$ cat src/rtl/axi_mem_window_guard.sv
// AXI4 firewall for the core memory path: in-window bursts are forwarded untouched,
// out-of-window bursts are absorbed and answered locally with DECERR in ID order.
module axi_mem_window_guard #(
    parameter int              ADDR_W   = 32,
    parameter int              DATA_W   = 64,
    parameter int              ID_W     = 1,
    parameter logic [31:0]     WIN_BASE = 32'h8000_0000,
    parameter logic [31:0]     WIN_SIZE = 32'h1000_0000,
    parameter int              MAX_OUTS = 8
) (
    input  logic                uncoreclk,
    input  logic                uncore_rstn,
    input  logic [ID_W-1:0]     s_axi_awid,
    input  logic [ADDR_W-1:0]   s_axi_awaddr,
    input  logic [7:0]          s_axi_awlen,
    input  logic [2:0]          s_axi_awsize,
    input  logic [1:0]          s_axi_awburst,
    input  logic                s_axi_awvalid,
    output logic                s_axi_awready,
    input  logic [DATA_W-1:0]   s_axi_wdata,
    input  logic [DATA_W/8-1:0] s_axi_wstrb,
    input  logic                s_axi_wlast,
    input  logic                s_axi_wvalid,
    output logic                s_axi_wready,
    output logic [ID_W-1:0]     s_axi_bid,
    output logic [1:0]          s_axi_bresp,
    output logic                s_axi_bvalid,
    input  logic                s_axi_bready,
    input  logic [ID_W-1:0]     s_axi_arid,
    input  logic [ADDR_W-1:0]   s_axi_araddr,
    input  logic [7:0]          s_axi_arlen,
    input  logic [2:0]          s_axi_arsize,
    input  logic [1:0]          s_axi_arburst,
    input  logic                s_axi_arvalid,
    output logic                s_axi_arready,
    output logic [ID_W-1:0]     s_axi_rid,
    output logic [DATA_W-1:0]   s_axi_rdata,
    output logic [1:0]          s_axi_rresp,
    output logic                s_axi_rlast,
    output logic                s_axi_rvalid,
    input  logic                s_axi_rready,
    output logic [ID_W-1:0]     m_axi_awid,
    output logic [ADDR_W-1:0]   m_axi_awaddr,
    output logic [7:0]          m_axi_awlen,
    output logic [2:0]          m_axi_awsize,
    output logic [1:0]          m_axi_awburst,
    output logic                m_axi_awvalid,
    input  logic                m_axi_awready,
    output logic [DATA_W-1:0]   m_axi_wdata,
    output logic [DATA_W/8-1:0] m_axi_wstrb,
    output logic                m_axi_wlast,
    output logic                m_axi_wvalid,
    input  logic                m_axi_wready,
    input  logic [ID_W-1:0]     m_axi_bid,
    input  logic [1:0]          m_axi_bresp,
    input  logic                m_axi_bvalid,
    output logic                m_axi_bready,
    output logic [ID_W-1:0]     m_axi_arid,
    output logic [ADDR_W-1:0]   m_axi_araddr,
    output logic [7:0]          m_axi_arlen,
    output logic [2:0]          m_axi_arsize,
    output logic [1:0]          m_axi_arburst,
    output logic                m_axi_arvalid,
    input  logic                m_axi_arready,
    input  logic [ID_W-1:0]     m_axi_rid,
    input  logic [DATA_W-1:0]   m_axi_rdata,
    input  logic [1:0]          m_axi_rresp,
    input  logic                m_axi_rlast,
    input  logic                m_axi_rvalid,
    output logic                m_axi_rready,
    output logic [15:0]         err_count,
    output logic [ADDR_W-1:0]   err_addr,
    output logic                err_is_write
);
    localparam int CNT_W = $clog2(MAX_OUTS) + 1;
    localparam int XW    = ADDR_W + 2;
    localparam logic [XW-1:0] WIN_LO = XW'(WIN_BASE);
    localparam logic [XW-1:0] WIN_HI = XW'(WIN_BASE) + XW'(WIN_SIZE);

    typedef enum logic [2:0] {W_IDLE, W_PASS, W_DRAIN, W_WAIT, W_RESP} w_state_t;
    typedef enum logic [1:0] {R_IDLE, R_WAIT, R_ERR} r_state_t;

    w_state_t          w_state_q, w_state_d;
    r_state_t          r_state_q, r_state_d;
    logic [CNT_W-1:0]  outs_w_q, outs_w_d, outs_r_q, outs_r_d;
    logic [ID_W-1:0]   w_id_q, w_id_d, r_id_q, r_id_d;
    logic [7:0]        r_len_q, r_len_d, r_beat_q, r_beat_d;
    logic [15:0]       err_count_q, err_count_d;
    logic [ADDR_W-1:0] err_addr_q, err_addr_d;
    logic              err_is_write_q, err_is_write_d;
    logic              aw_rej, ar_rej, aw_legal, ar_legal;
    logic [16:0]       err_sum;

    // Burst end is computed two bits wider than the address so a burst near the top never wraps into range.
    function automatic logic in_window(input logic [ADDR_W-1:0] addr, input logic [7:0] len,
                                       input logic [2:0] size);
        logic [XW-1:0] bytes;
        logic [XW-1:0] last_excl;
        bytes     = XW'({1'b0, len} + 9'd1) << size;
        last_excl = XW'(addr) + bytes;
        return (XW'(addr) >= WIN_LO) && (last_excl <= WIN_HI);
    endfunction

    assign aw_legal = in_window(s_axi_awaddr, s_axi_awlen, s_axi_awsize);
    assign ar_legal = in_window(s_axi_araddr, s_axi_arlen, s_axi_arsize);

    assign m_axi_awid    = s_axi_awid;
    assign m_axi_awaddr  = s_axi_awaddr;
    assign m_axi_awlen   = s_axi_awlen;
    assign m_axi_awsize  = s_axi_awsize;
    assign m_axi_awburst = s_axi_awburst;
    assign m_axi_wdata   = s_axi_wdata;
    assign m_axi_wstrb   = s_axi_wstrb;
    assign m_axi_wlast   = s_axi_wlast;
    assign m_axi_arid    = s_axi_arid;
    assign m_axi_araddr  = s_axi_araddr;
    assign m_axi_arlen   = s_axi_arlen;
    assign m_axi_arsize  = s_axi_arsize;
    assign m_axi_arburst = s_axi_arburst;

    // Handshake muxing; every valid/ready is forced low while reset is held.
    always_comb begin
        s_axi_awready = 1'b0;
        m_axi_awvalid = 1'b0;
        s_axi_wready  = 1'b0;
        m_axi_wvalid  = 1'b0;
        s_axi_bvalid  = 1'b0;
        s_axi_bid     = m_axi_bid;
        s_axi_bresp   = m_axi_bresp;
        m_axi_bready  = 1'b0;
        s_axi_arready = 1'b0;
        m_axi_arvalid = 1'b0;
        s_axi_rvalid  = 1'b0;
        s_axi_rid     = m_axi_rid;
        s_axi_rdata   = m_axi_rdata;
        s_axi_rresp   = m_axi_rresp;
        s_axi_rlast   = m_axi_rlast;
        m_axi_rready  = 1'b0;
        aw_rej        = 1'b0;
        ar_rej        = 1'b0;
        if (uncore_rstn) begin
            s_axi_bvalid = m_axi_bvalid;
            m_axi_bready = s_axi_bready;
            s_axi_rvalid = m_axi_rvalid;
            m_axi_rready = s_axi_rready;
            case (w_state_q)
                W_IDLE: if (s_axi_awvalid) begin
                    if (!aw_legal) begin
                        s_axi_awready = 1'b1;
                        aw_rej        = 1'b1;
                    end else if (outs_w_q < CNT_W'(MAX_OUTS)) begin
                        m_axi_awvalid = 1'b1;
                        s_axi_awready = m_axi_awready;
                    end
                end
                W_PASS: begin
                    m_axi_wvalid = s_axi_wvalid;
                    s_axi_wready = m_axi_wready;
                end
                W_DRAIN: s_axi_wready = 1'b1;
                W_RESP: begin
                    s_axi_bvalid = 1'b1;
                    s_axi_bid    = w_id_q;
                    s_axi_bresp  = 2'b11;
                    m_axi_bready = 1'b0;
                end
                default: ;
            endcase
            case (r_state_q)
                R_IDLE: if (s_axi_arvalid) begin
                    if (!ar_legal) begin
                        s_axi_arready = 1'b1;
                        ar_rej        = 1'b1;
                    end else if (outs_r_q < CNT_W'(MAX_OUTS)) begin
                        m_axi_arvalid = 1'b1;
                        s_axi_arready = m_axi_arready;
                    end
                end
                R_ERR: begin
                    s_axi_rvalid = 1'b1;
                    s_axi_rid    = r_id_q;
                    s_axi_rdata  = '0;
                    s_axi_rresp  = 2'b11;
                    s_axi_rlast  = (r_beat_q == r_len_q);
                    m_axi_rready = 1'b0;
                end
                default: ;
            endcase
        end
    end

    always_comb begin
        w_state_d      = w_state_q;
        r_state_d      = r_state_q;
        outs_w_d       = outs_w_q;
        outs_r_d       = outs_r_q;
        w_id_d         = w_id_q;
        r_id_d         = r_id_q;
        r_len_d        = r_len_q;
        r_beat_d       = r_beat_q;
        err_addr_d     = err_addr_q;
        err_is_write_d = err_is_write_q;

        if ((m_axi_awvalid && m_axi_awready) && !(m_axi_bvalid && m_axi_bready))
            outs_w_d = outs_w_q + CNT_W'(1);
        else if (!(m_axi_awvalid && m_axi_awready) && (m_axi_bvalid && m_axi_bready))
            outs_w_d = outs_w_q - CNT_W'(1);
        if ((m_axi_arvalid && m_axi_arready) && !(m_axi_rvalid && m_axi_rready && m_axi_rlast))
            outs_r_d = outs_r_q + CNT_W'(1);
        else if (!(m_axi_arvalid && m_axi_arready) && (m_axi_rvalid && m_axi_rready && m_axi_rlast))
            outs_r_d = outs_r_q - CNT_W'(1);

        case (w_state_q)
            W_IDLE: begin
                if (aw_rej) begin
                    w_id_d    = s_axi_awid;
                    w_state_d = W_DRAIN;
                end else if (m_axi_awvalid && m_axi_awready) begin
                    w_state_d = W_PASS;
                end
            end
            W_PASS:  if (s_axi_wvalid && s_axi_wready && s_axi_wlast) w_state_d = W_IDLE;
            // Skipping W_WAIT when nothing is outstanding gives the one-cycle DECERR latency.
            W_DRAIN: if (s_axi_wvalid && s_axi_wlast)
                         w_state_d = (outs_w_d == '0) ? W_RESP : W_WAIT;
            W_WAIT:  if (outs_w_d == '0) w_state_d = W_RESP;
            W_RESP:  if (s_axi_bready) w_state_d = W_IDLE;
            default: w_state_d = W_IDLE;
        endcase

        case (r_state_q)
            R_IDLE: if (ar_rej) begin
                r_id_d    = s_axi_arid;
                r_len_d   = s_axi_arlen;
                r_beat_d  = '0;
                r_state_d = (outs_r_d == '0) ? R_ERR : R_WAIT;
            end
            R_WAIT: if (outs_r_d == '0) r_state_d = R_ERR;
            R_ERR: if (s_axi_rready) begin
                if (r_beat_q == r_len_q) begin
                    r_beat_d  = '0;
                    r_state_d = R_IDLE;
                end else begin
                    r_beat_d = r_beat_q + 8'd1;
                end
            end
            default: r_state_d = R_IDLE;
        endcase

        // Simultaneous rejections count twice; the write wins the address log.
        err_sum     = {1'b0, err_count_q} + {16'd0, aw_rej} + {16'd0, ar_rej};
        err_count_d = err_sum[16] ? 16'hFFFF : err_sum[15:0];
        if (aw_rej) begin
            err_addr_d     = s_axi_awaddr;
            err_is_write_d = 1'b1;
        end else if (ar_rej) begin
            err_addr_d     = s_axi_araddr;
            err_is_write_d = 1'b0;
        end
    end

    always_ff @(posedge uncoreclk or negedge uncore_rstn) begin
        if (!uncore_rstn) begin
            w_state_q      <= W_IDLE;
            r_state_q      <= R_IDLE;
            outs_w_q       <= '0;
            outs_r_q       <= '0;
            w_id_q         <= '0;
            r_id_q         <= '0;
            r_len_q        <= '0;
            r_beat_q       <= '0;
            err_count_q    <= '0;
            err_addr_q     <= '0;
            err_is_write_q <= 1'b0;
        end else begin
            w_state_q      <= w_state_d;
            r_state_q      <= r_state_d;
            outs_w_q       <= outs_w_d;
            outs_r_q       <= outs_r_d;
            w_id_q         <= w_id_d;
            r_id_q         <= r_id_d;
            r_len_q        <= r_len_d;
            r_beat_q       <= r_beat_d;
            err_count_q    <= err_count_d;
            err_addr_q     <= err_addr_d;
            err_is_write_q <= err_is_write_d;
        end
    end

    assign err_count    = err_count_q;
    assign err_addr     = err_addr_q;
    assign err_is_write = err_is_write_q;
endmodule

$ cat config.mk
export PLATFORM = sky130hd
export DESIGN_NAME = axi_mem_window_guard
export DESIGN_NICKNAME = d
export VERILOG_FILES = /design/src/rtl/axi_mem_window_guard.sv
export SDC_FILE = /design/constraint.sdc
export NUM_CORES = 1
export LEC_CHECK = 0
export CAP_MARGIN = 40
export CORE_AREA = 2 2 208 210
export CTS_BUF_LIST = sky130_fd_sc_hd__clkbuf_8 sky130_fd_sc_hd__clkbuf_16
export CTS_CLUSTER_DIAMETER = 120
export CTS_CLUSTER_SIZE = 10
export DETAILED_ROUTE_END_ITERATION = 8
export DIE_AREA = 0 0 210 212
export PLACE_DENSITY = 0.57
export SLEW_MARGIN = 20
export SYNTH_ARGS = -nofsm -noshare
export SYNTH_HDL_FRONTEND = slang
export SYNTH_SLANG_ARGS = --single-unit
$ cat constraint.sdc
create_clock -name uncoreclk -period 12.85 [get_ports uncoreclk]
set_input_delay 1.9275 -clock uncoreclk [delete_from_list [all_inputs] [get_ports uncoreclk]]
set_output_delay 1.9275 -clock uncoreclk [all_outputs]
set_load 0.01 [all_outputs]
# Word-level counts from Yosys, hierarchy flattened
# Cells that the tools add are included.
# word_totals
ff_bits	80
out_inout_bits	295
word_cells	154
# op_classes
n_addsub	11
order_cmp	6
n_eq_ne	16
shift	2
n_mux	79
n_reduce_logical	29
# op_table
op	n
$mux 64	2
$add 32x34->34	2
$le 34x32->1 const B	2
$shl 9x3->34	2
$ge 32x32->1 const B	2
$mux 32	2
$mux 1	47
$mux 8	3
$mux 3	7
$add 8x1->9 const B	2
$mux 2	9
$add 16x1->17	1
$add 17x1->17	1
$mux 16	1
$mux 4	4
$ne 2x2->1 const B	8
$pmux 8 s2	1
$pmux 3 s5	1
$logic_and 1x1->1	14
$add 4x1->4 const B	2
$add 8x1->8 const B	1
$eq 8x8->1	1
$logic_not 4->1	2
$lt 4x4->1 const B	2
17 further kinds	24

# Depth between registers and ports, before layout
# logic_depth
word_depth	18
mapped_depth	32
mapped_depth_nobuf	28

# Least setup slack after synthesis
# OpenSTA, ideal clock, no wires.
# synth_timing
path_type	input -> output
start	input s_axi_arsize[0]
end	output s_axi_arready
arrival_time_ns	6.039
t_required_ns	10.922
path_slack_ns	4.883
path_stages	19
path_buffers	3
cell_sequence	clkbuf_1 inv_2 or4_1 o21ai_0 a32o_1 o211a_1 ha_1 buf_2 a21o_1 a311oi_1 or3_1 o221ai_1 or4_1 nor4_1 nand4_1 and4b_1 nor2_4 buf_4 nand2_1
# synth_between
elab_chain_len	8
# synth_rtl
element	line	text
start: declaration	32	input logic [2:0] s_axi_arsize,
$shl 9x3->34	99	bytes = XW'({1'b0, len} + 9'd1) << size;
$add 32x34->34	100	last_excl = XW'(addr) + bytes;
$le 34x32->1	101	return (XW'(addr) >= WIN_LO) && (last_excl <= WIN_HI);
$logic_and 1x1->1	101	
$mux 1	171	if (!ar_legal) begin
$mux 1	170	R_IDLE: if (s_axi_arvalid) begin
$mux 1	169	case (r_state_q)
$mux 1	141	if (uncore_rstn) begin
end: declaration	35	output logic s_axi_arready,
# Every way passes these cells.

# Worst setup path in the final report
# layout_timing
start	input s_axi_arlen[0]
end	output m_axi_arvalid
# layout_between
elab_chain_len	9
# layout_rtl
element	line	text
start: declaration	31	input logic [7:0] s_axi_arlen,
$add 8x1->9	99	
$shl 9x3->34	99	
$add 32x34->34	100	
$le 34x32->1	101	
$logic_and 1x1->1	101	
$mux 1	171	
$mux 1	170	
$mux 1	169	
$mux 1	141	
end: declaration	63	output logic m_axi_arvalid,
# Every way passes these cells.

==> impl_metrics.csv <==
group,metric,value,unit
outcome,status,"completed",
die,die_x,210,um
synthesis,synthArstFlopShare,1.000,
cells_and_area,area_growth_syn_to_layout,35.96,%
critical_path,ff2ff_path_depth,14,
clock_network,postCtsSetupBuffers,0,
global_route,grt_overflow,0,
synthesis,synthesis.nets,1564,
synthesis,synth_edf_count,0,
sta,finalHoldViolCount,0,
detailed_routing,via_per_inst,4.931,
synthesis,synth_top_area_frac,0.2033,
sta,setup_viol,0,
synthesis,synthFlopType,"dfrtp_1",
die,core.rowCount,76,
clock_network,clk_latency,380,ps
synthesis,syn_inst,1273,
detailed_routing,drtIter0Drc,541,
sta,finalClockSkew,16.68,ps
die,die_height,212,um
critical_path,timing.rr.start,"r_state_q[0]",
cells_and_area,final_common_cell,"clkdlybuf4s50_1",
sta,min_period,9571,ps
sta,slew_headroom,0.3717,
clock_network,cts-root-buf,"clkbuf_16",
die,io_pins,543,
global_route,grt_pass1_wl,58.26,mm
cells_and_area,layout.cells.non_filler,2018,
clock_network,clockBufferDepth,2,
die,coreArea,42510,sq um
sta,tightest_slew,918.7,ps
global_route,grt_pass1_vias,9623,
die,initial_core_util,0.2317,
synthesis,ys_seq_area_frac,0.2033,
placed_design,io_buffers,390,
critical_path,critPathKind,"input port to output pin",
sta,rsz0062_at_grt,"false",
synthesis,ys_ff_latch,80,
detailed_routing,ant_nets,0,
sta,max_freq,104.5,MHz
critical_path,r2r_slack,9090,ps
power_and_ir_drop,vdd_drop_max,0.06771,mV
sta,tns,0,ps
clock_network,htreeDepth,3,
critical_path,critPathMaxFanout,8,
clock_network,clkTransAtPathRegs,70,ps
global_route,grt_antenna_before_repair,1,
critical_path,reg2reg_to,"err_count[0]",
power_and_ir_drop,cellPowerDensity,120.8,nW/um^2
clock_network,cts_buffers,9,
critical_path,worstPathArrival,7640,ps
synthesis,synth_area_leaders,"dfrtp_1 (20%), buf_4 (13%), ha_1 (5.1%)",
clock_network,cts_num_sinks,80,
die,die_area,44520,sq um
synthesis,syn_area_per_cell,7.737,sq um
critical_path,end_kind,"output pin",
detailed_routing,num_vias,9951,
synthesis,synth_cell_types,86,
critical_path,cp.required,10920,ps
placed_design,dp_cells,2002,
clock_network,cts_resized,0,
cells_and_area,layout.nets,1758,
worst_hold_path,min_to,"err_is_write",
critical_path,start_kind,"input port",
cells_and_area,diodes,0,
global_route,grt_start_max_net_pins,68,
clock_network,holdBufCountCts,0,
detailed_routing,routedWlPerCell,19.69,um
detailed_routing,wl,39.73,mm
detailed_routing,drc_errors,0,
global_route,track_usage,0.1731,
cells_and_area,layout_common_cells,"clkdlybuf4s50_1 (389), nor2_1 (111), nand2_1 (105)",
power_and_ir_drop,total_power,1.618,mW
worst_hold_path,hold_path_class,"flop to flop",
power_and_ir_drop,power.leakage,5.371,nW
sta,finalCritPeriodShare,0.7448,
worst_hold_path,min_path_cells,2,
placed_design,gp_congestion,0.8700,
worst_hold_path,min_from,"err_is_write",
placed_design,dp_hpwl,32.46,mm
clock_network,tritoncts,"built",
cells_and_area,drive_above_1_share,0.04212,
flow_run,cap_violations,0,
sta,slew_violations,0,
synthesis,ys_warn_count,0,
detailed_routing,drt-pass1-iter-count,5,
synthesis,synth_area,9849,sq um
synthesis,yosysTopAreaCell,"dfrtp_1",
==> cells in the mapped netlist, types with 4 or more instances <==
master,instances
or4_1,7
and3_1,18
clkbuf_1,31
o21a_1,12
buf_6,4
mux2_1,10
mux2i_1,47
a2111oi_0,9
nor2_1,111
a21o_1,15
nand2_1,107
o22ai_1,6
a211oi_1,12
a21oi_1,87
a31oi_1,9
xnor2_1,40
buf_4,167
nor2b_1,14
or3_1,7
o211ai_1,11
and4_1,7
nand4_1,22
mux2_2,9
buf_2,10
nand3_1,43
inv_1,36
dfrtp_1,80
nand2b_1,11
and2_1,76
or2_2,5
nor3_1,19
o2111ai_1,6
ha_1,40
xor2_1,21
o31ai_1,6
nor4_1,16
o21ai_0,48
a32o_1,5
o21ai_1,10
==> worst max path at each step <==
stage,slack [ps],end,startpoint,cells after the start
after floorplan,4880,s_axi_arready,s_axi_arsize[0],19
after global placement,3400,m_axi_arvalid,s_axi_arsize[0],18
after detailed placement,3310,m_axi_arvalid,s_axi_arlen[0],20
after CTS,3290,m_axi_arvalid,s_axi_arlen[0],20
after global routing,2770,m_axi_arvalid,s_axi_arlen[0],20
final,3280,m_axi_arvalid,s_axi_arlen[0],20
==> layout make-up <==
type	instances	area (sq um)
Clock buffer	9	225.2
Timing Repair Buffer	396	3986
Sequential cell	80	2002
Inverter	38	142.6
Tap cell	546	683.2
Multi-Input combinational cell	942	6241
Fill cell	4559	29110
Clock inverter	7	111.4
==> cells by family (layout without fill, tap and decap cells) <==
| group | after synthesis | in the layout | share of synthesized area |
|---|---|---|---|
| and+or+nand+nor | 482 | 482 | 0.2514 |
| AOI/OAI and AO/OA | 290 | 290 | 0.2011 |
| buffers and inverters | 251 | 450 | 0.1636 |
| DFF | 80 | 80 | 0.2033 |
| muxes | 66 | 66 | 0.06949 |
| xor gates and xnor gates | 61 | 61 | 0.05424 |
| adders and majority gates | 43 | 43 | 0.05691 |
==> stage by stage <==
stage                     hold slack [ps]  instance area [sq um]  utilization  worst slack [ps]
after floorplan                     460.2                   9849            -              4883
final                               488.0                  13390       0.3151              3279
after CTS                           489.1                  13390       0.3151              3293
after detailed placement            471.7                  13060       0.3071              3309
after global placement              469.3                  13000       0.3058              3404
after global routing                521.1                  13390       0.3151              2769
==> power breakdown <==
part | internal, mW | total (mW) | switching (mW) | leakage, nW
combinational | 0.451 | 0.872 | 0.421 | 4.23
sequential | 0.352 | 0.435 | 0.0824 | 0.971
clock | 0.189 | 0.311 | 0.122 | 0.167
==> state kept, by name (all words and copies together), names as in the netlist <==
name and count:
r_state_q 2, w_id_q 1, outs_r_q 4, err_is_write 1
r_beat_q 8, r_len_q 8, r_id_q 1, err_addr 32
err_count 16, w_state_q 3, outs_w_q 4
==> per-layer routing <==
layer	GRT usage	vias up	wire, um
li1	-	4774	-
met1	0.1954	4692	15830
met2	0.3195	438	20110
met3	0.04136	47	2839
met4	0.05674	0	952
met5	0	-	0
==> critical path, cell delays in order <==
cell             delay, ps
clkdlybuf4s50_1        650
ha_1                   260
nand2_1                 70
nor2_1                 210
xnor2_1                180
mux2i_1                120
o21ai_0                250
o21ai_0                170
ha_1                   390
a21oi_1                330
o31ai_1                120
a31oi_1                360
o221ai_1               160
or4_1                  490
nor4_1                 410
nand4_1                230
a21oi_1                230
nor2_1                  70
nor4_1                 380
clkdlybuf4s50_1        640
Power figures use the tool's default switching activity.
